===== src/rtl/eq_comparator_bist.sv =====
// ---------------------------------------------------------------------------
// eq_comparator_bist
//
// Built-in self-test sequencer for an equality comparator. After a start
// request it walks every operand pair {a, b} (a as the high half of one
// 2*WIDTH-bit counter, b as the low half), drives the pair onto a_out/b_out
// for exactly one clock and samples the comparator's eq response at the
// closing edge of that clock. Every response is checked against a == b;
// mismatches are counted and the first failing pair is captured.
//
// Parameters
//   WIDTH      operand width of the comparator under test
//
// Ports
//   clk        rising-edge system clock
//   rst_n      asynchronous active-low reset; clears every output
//   start      one-cycle request to begin a sweep (ignored while sweeping)
//   a_out      operand a driven to the comparator (registered)
//   b_out      operand b driven to the comparator (registered)
//   eq_in      comparator eq response for the pair currently on a_out/b_out
//   busy       high while sweeping (2^(2*WIDTH) cycles)
//   done       high once a sweep completes; held until next start or reset
//   pass       valid while done=1; 1 when no mismatch was found
//   err_count  number of mismatching pairs in the last sweep
//   fail_a     a operand of the first mismatching pair
//   fail_b     b operand of the first mismatching pair
//   fail_seen  high once fail_a/fail_b hold a captured pair
// ---------------------------------------------------------------------------
module eq_comparator_bist #(
    parameter int WIDTH = 4
) (
    input  logic                 clk,
    input  logic                 rst_n,
    input  logic                 start,
    output logic [WIDTH-1:0]     a_out,
    output logic [WIDTH-1:0]     b_out,
    input  logic                 eq_in,
    output logic                 busy,
    output logic                 done,
    output logic                 pass,
    output logic [2*WIDTH:0]     err_count,
    output logic [WIDTH-1:0]     fail_a,
    output logic [WIDTH-1:0]     fail_b,
    output logic                 fail_seen
);

    localparam int PAIR_W = 2 * WIDTH;
    localparam int CNT_W  = 2 * WIDTH + 1;

    typedef enum logic [1:0] {
        IDLE  = 2'd0,
        SWEEP = 2'd1,
        DONE  = 2'd2
    } state_t;

    state_t state_q;
    state_t state_d;

    // The operand pair lives in one counter so the sweep order falls out of
    // a plain increment: b is the low half and wraps into a.
    logic [PAIR_W-1:0] pair_q;
    logic              start_sweep;
    logic              mismatch;
    logic              last_pair;
    logic [CNT_W-1:0]  err_next;

    // Reference behaviour of a correct comparator for one pair.
    function automatic logic expected_eq(input logic [PAIR_W-1:0] pair);
        return pair[PAIR_W-1:WIDTH] == pair[WIDTH-1:0];
    endfunction

    // Mismatch count cannot overflow: CNT_W bits hold 2^(2*WIDTH) exactly,
    // so a plain add is sufficient.
    function automatic logic [CNT_W-1:0] count_add(input logic [CNT_W-1:0] cnt,
                                                   input logic             inc);
        return cnt + {{(CNT_W-1){1'b0}}, inc};
    endfunction

    assign a_out = pair_q[PAIR_W-1:WIDTH];
    assign b_out = pair_q[WIDTH-1:0];

    // -----------------------------------------------------------------------
    // Control: state register and next-state decode
    // -----------------------------------------------------------------------
    always_ff @(posedge clk or negedge rst_n) begin
        if (!rst_n) begin
            state_q <= IDLE;
        end else begin
            state_q <= state_d;
        end
    end

    always_comb begin
        state_d     = state_q;
        start_sweep = 1'b0;
        mismatch    = 1'b0;
        last_pair   = &pair_q;
        case (state_q)
            IDLE: begin
                if (start) begin
                    state_d     = SWEEP;
                    start_sweep = 1'b1;
                end
            end
            SWEEP: begin
                mismatch = (eq_in != expected_eq(pair_q));
                if (last_pair) begin
                    state_d = DONE;
                end
            end
            DONE: begin
                if (start) begin
                    state_d     = SWEEP;
                    start_sweep = 1'b1;
                end
            end
            default: begin
                state_d = IDLE;
            end
        endcase
    end

    // Includes the response sampled on this edge, so the pass decision on
    // the last pair sees the final count.
    assign err_next = count_add(err_count, mismatch);

    // -----------------------------------------------------------------------
    // Sweep datapath and result registers
    // -----------------------------------------------------------------------
    always_ff @(posedge clk or negedge rst_n) begin
        if (!rst_n) begin
            pair_q    <= '0;
            busy      <= 1'b0;
            done      <= 1'b0;
            pass      <= 1'b0;
            err_count <= '0;
            fail_a    <= '0;
            fail_b    <= '0;
            fail_seen <= 1'b0;
        end else if (start_sweep) begin
            // First pair (0,0) is presented on the edge that samples start;
            // previous results are discarded on the same edge.
            pair_q    <= '0;
            busy      <= 1'b1;
            done      <= 1'b0;
            pass      <= 1'b0;
            err_count <= '0;
            fail_a    <= '0;
            fail_b    <= '0;
            fail_seen <= 1'b0;
        end else if (state_q == SWEEP) begin
            err_count <= err_next;
            if (mismatch && !fail_seen) begin
                fail_a    <= pair_q[PAIR_W-1:WIDTH];
                fail_b    <= pair_q[WIDTH-1:0];
                fail_seen <= 1'b1;
            end
            if (last_pair) begin
                // Operands stay at all-ones once the sweep is over.
                busy <= 1'b0;
                done <= 1'b1;
                pass <= (err_next == '0);
            end else begin
                pair_q <= pair_q + 1'b1;
            end
        end
    end

endmodule


===== config.mk =====
export PLATFORM = sky130hd
export DESIGN_NAME = eq_comparator_bist
export DESIGN_NICKNAME = d
export VERILOG_FILES = /design/src/rtl/eq_comparator_bist.sv
export SDC_FILE = /design/constraint.sdc
export NUM_CORES = 1
export LEC_CHECK = 0
export ABC_CLOCK_PERIOD_IN_PS = 4000
export BUFFER_PORTS_ARGS = -buffer_cell sky130_fd_sc_hd__clkbuf_2
export CORE_MARGIN = 4
export CORE_UTILIZATION = 30
export CTS_CLUSTER_SIZE = 28
export DETAILED_ROUTE_END_ITERATION = 16
export SLEW_MARGIN = 0
export SYNTH_ARGS = -nofsm -noshare
export SYNTH_HDL_FRONTEND = slang
export SYNTH_SLANG_ARGS = --single-unit

===== constraint.sdc =====
create_clock -name clk -period 4 [get_ports clk]
set_clock_uncertainty 0.05 [all_clocks]
set_input_delay 0.8 -clock clk [delete_from_list [all_inputs] [get_ports clk]]
set_output_delay 0.8 -clock clk [all_outputs]
set_load 0.05 [all_outputs]

==> results_dict.tcl <==
set metrics [dict create \
    status "completed" \
    rsz0062_at_grt "false" \
    synth.top_cell.area_share 0.463 \
    hold_buffers 0 \
    reg2reg_depth 10 \
    io_buffers 32 \
    ys_types 43 \
    syn_nets 182 \
    place_area_mm2 0.00188 \
    vias_per_cell 4.99 \
    synth_top_family_by_area "simple AND/OR/NAND/NOR gates" \
    cts_made_buffers 5 \
    grt_max_degree 32 \
    synthAdderAreaFrac 0.0224 \
    async_reset_ff_frac 1.00 \
    coreArea_mm2 0.00527 \
    path_max_fanout 10 \
    yosysMostFrequentCell "dfrtp_1" \
    critical_path_depth 10 \
    ir_drop_mv 0.261 \
    grt_antenna_before_repair 0 \
    clkTransAtPathRegs_ps 70 \
    crit_path_end "pass" \
    root_buffer "clkbuf_8" \
    die-area_mm2 0.00685 \
    first_iter_violations 56 \
    htree_levels 2 \
    synthFlopType "dfrtp_1" \
    critPathLaunchType "register" \
    wl_um 3960 \
    power_density_mw_per_mm2 745 \
    synth_mux_area_frac 0.0672 \
    fin_crit_ps 2810 \
    crit_path_start "pair_q[7]" \
    synth_edf_count 0 \
    setup_viol 0 \
    critPathTopFamily "simple AND/OR/NAND/NOR gates" \
    place_inst 270 \
    p_leak_nw 0.945 \
    fin_nets 214 \
    crit_top_cell "ha_1" \
    dieHeight_um 82.8 \
    wl_per_cell_um 14.3 \
    tns_ps 0 \
    crit_buf_inv 0 \
    yosysTopAreaCell "dfrtp_1" \
    hp-class "reg2reg" \
    r2r_end "pass" \
    crit_chain "xor2_2 > nor4_4 > xnor2_1 > nor2_1 > ha_1 > ha_1 > and3_1 > a31oi_1 > a22oi_1 > o31ai_1" \
    firstDrtPassIters 4 \
    grtUsageTotal 0.126 \
    grt_pass1_vias 1327 \
    synth-xor-area-share 0.0306 \
    max_cap_viol_count 0 \
    worstPathRequired_ps 4130 \
    crit_type "reg2reg" \
    drc_errors 0 \
    synthCells 175 \
    hpwl_um 2890 \
    yosys.area_share.simple 0.221 \
    rrSetupSlack_ps 1190 \
    netlist_top_cells_count "dfrtp_1 (31), nand2_1 (25), o21ai_0 (17)" \
    yosysWarnings 0 \
    fmax_mhz 356 \
    slew_headroom 0.436 \
    fin_area_mm2 0.00196 \
    synth_seq_cells 31 \
    netlist_area_mm2 0.00168 \
    dr_total_vias 1388 \
    r2r-start "pair_q[7]" \
    worstPathArrival_ps 2940 \
    postCtsResizedCells 0 \
    worstMarginPinSlew_ps 844 \
    worstSetupEndpointType "register" \
    hold_violations 0 \
    clkLatencyLatePin_ps 280 \
    grt_pass1_wl_um 6490 \
    ios 33 \
    fp.dieW_um 82.8 \
    clockBufferDepth 2 \
    place_congestion 0.830 \
    grt_overflow_total 0 \
    cts_tree "built" \
    cts.sinks 31 \
    start_util 0.318 \
    layout_worst_path_cycle_share 0.702 \
    syn_to_final_growth_pct 17.0 \
    fill_cells 560 \
    cpPeakStageDelay_ps 500 \
    cpMaxStageDelayCell "dfrtp_1" \
    post-cts-setup-buffer-count 0 \
    instances_no_fill 278 \
    synth_compound_area_frac 0.149 \
    insertedDiodeCount 0 \
    syn_avg_cell_area_um2 9.58 \
    ant_nets 0 \
    fin_ws_ps 1190 \
    rows 26 \
    pre_cts_slack_ps 1200 \
    slew_viol_final 0 \
    synthTopCellsByArea "dfrtp_1 (46%), nand2_1 (5.6%), mux2i_1 (5.4%)" \
    yosysSeqAreaShare 0.463 \
    drive_gt1_frac 0.226 \
]
## power breakdown
| part | switching (W) | total (W) | leakage, nW | internal, W |
|---|---|---|---|---|
| combinational | 0.000510 | 0.000711 | 0.498 | 0.000201 |
| clock | 0.000121 | 0.000240 | 0.0477 | 0.000119 |
| sequential | 0.000113 | 0.000511 | 0.399 | 0.000398 |
## logic make-up (layout without fill, tap and decap cells)
kind of cell,Yosys count,after routing
AOI/OAI and AO/OA,40,40
adders and majority gates,3,3
DFF,31,31
and+or+nand+nor,70,70
xor gates and xnor gates,5,5
buffers and inverters,16,49
muxes,10,10
## layer usage
metal,part of all wire,global-route usage
met3,0.048,0.0336
met4,0.0091,0.0441
met1,0.48,0.162
met5,0,0
met2,0.46,0.202
## final cells by class
cell class | instances | area, um2 | area share
Timing Repair Buffer | 32 | 160 | 0.0816
Tap cell | 70 | 87.6 | 0.0446
Sequential cell | 31 | 776 | 0.395
Multi-Input combinational cell | 128 | 821 | 0.418
Clock buffer | 5 | 68.8 | 0.0351
Clock inverter | 3 | 15.0 | 0.00765
Inverter | 9 | 33.8 | 0.0172
## sequential cells by signal, indices dropped and copies added, names as in the netlist
| name | cells |
|---|---|
| busy | 1 |
| done | 1 |
| err_count | 9 |
| fail_a | 4 |
| fail_b | 4 |
| fail_seen | 1 |
| pair_q | 8 |
| pass | 1 |
| state_q | 2 |
## worst register-to-register path, delay by kind of cell, from the launching register on
family,cells,cell delay [ps]
simple gates,3,710
compound gates,3,540
fa+ha+maj,2,510
flops,1,500
xor+xnor,2,390
## cell usage in the layout (no fill, tap or decap), types with 2 or more instances in the layout
master,n
o21ai_0,17
dfrtp_1,31
nor2_1,7
nand4_1,2
ha_1,3
and2_1,2
and3_1,2
o31ai_1,5
nand2_1,25
a31oi_1,3
clkbuf_2,32
nand2b_1,4
nand3_1,10
nor3_1,5
a22o_1,2
nor2b_1,2
and3_2,2
clkbuf_8,5
mux2i_1,9
inv_1,9
clkinv_2,3
xor2_1,3
a21oi_1,6
## through the flow
stage               hold WS, ps  power [W]  utilization
CTS                         430    0.00148        0.372
floorplan                   454    0.00107            -
global route                446    0.00156        0.372
detailed placement          414    0.00123        0.356
global placement            412    0.00122        0.356
finish                      428    0.00146        0.372
## worst min path at each step
stage / start / end / slack [ps] / cells past startpoint
2_1_floorplan: rst_n / busy / 450 / 0
3_3_place_gp: busy / busy / 410 / 2
3_5_place_dp: done / done / 410 / 2
4_1_cts: done / done / 430 / 2
5_1_grt: done / done / 450 / 2
6_report: done / done / 430 / 2
Note: power is estimated with default switching activity, not from simulation.
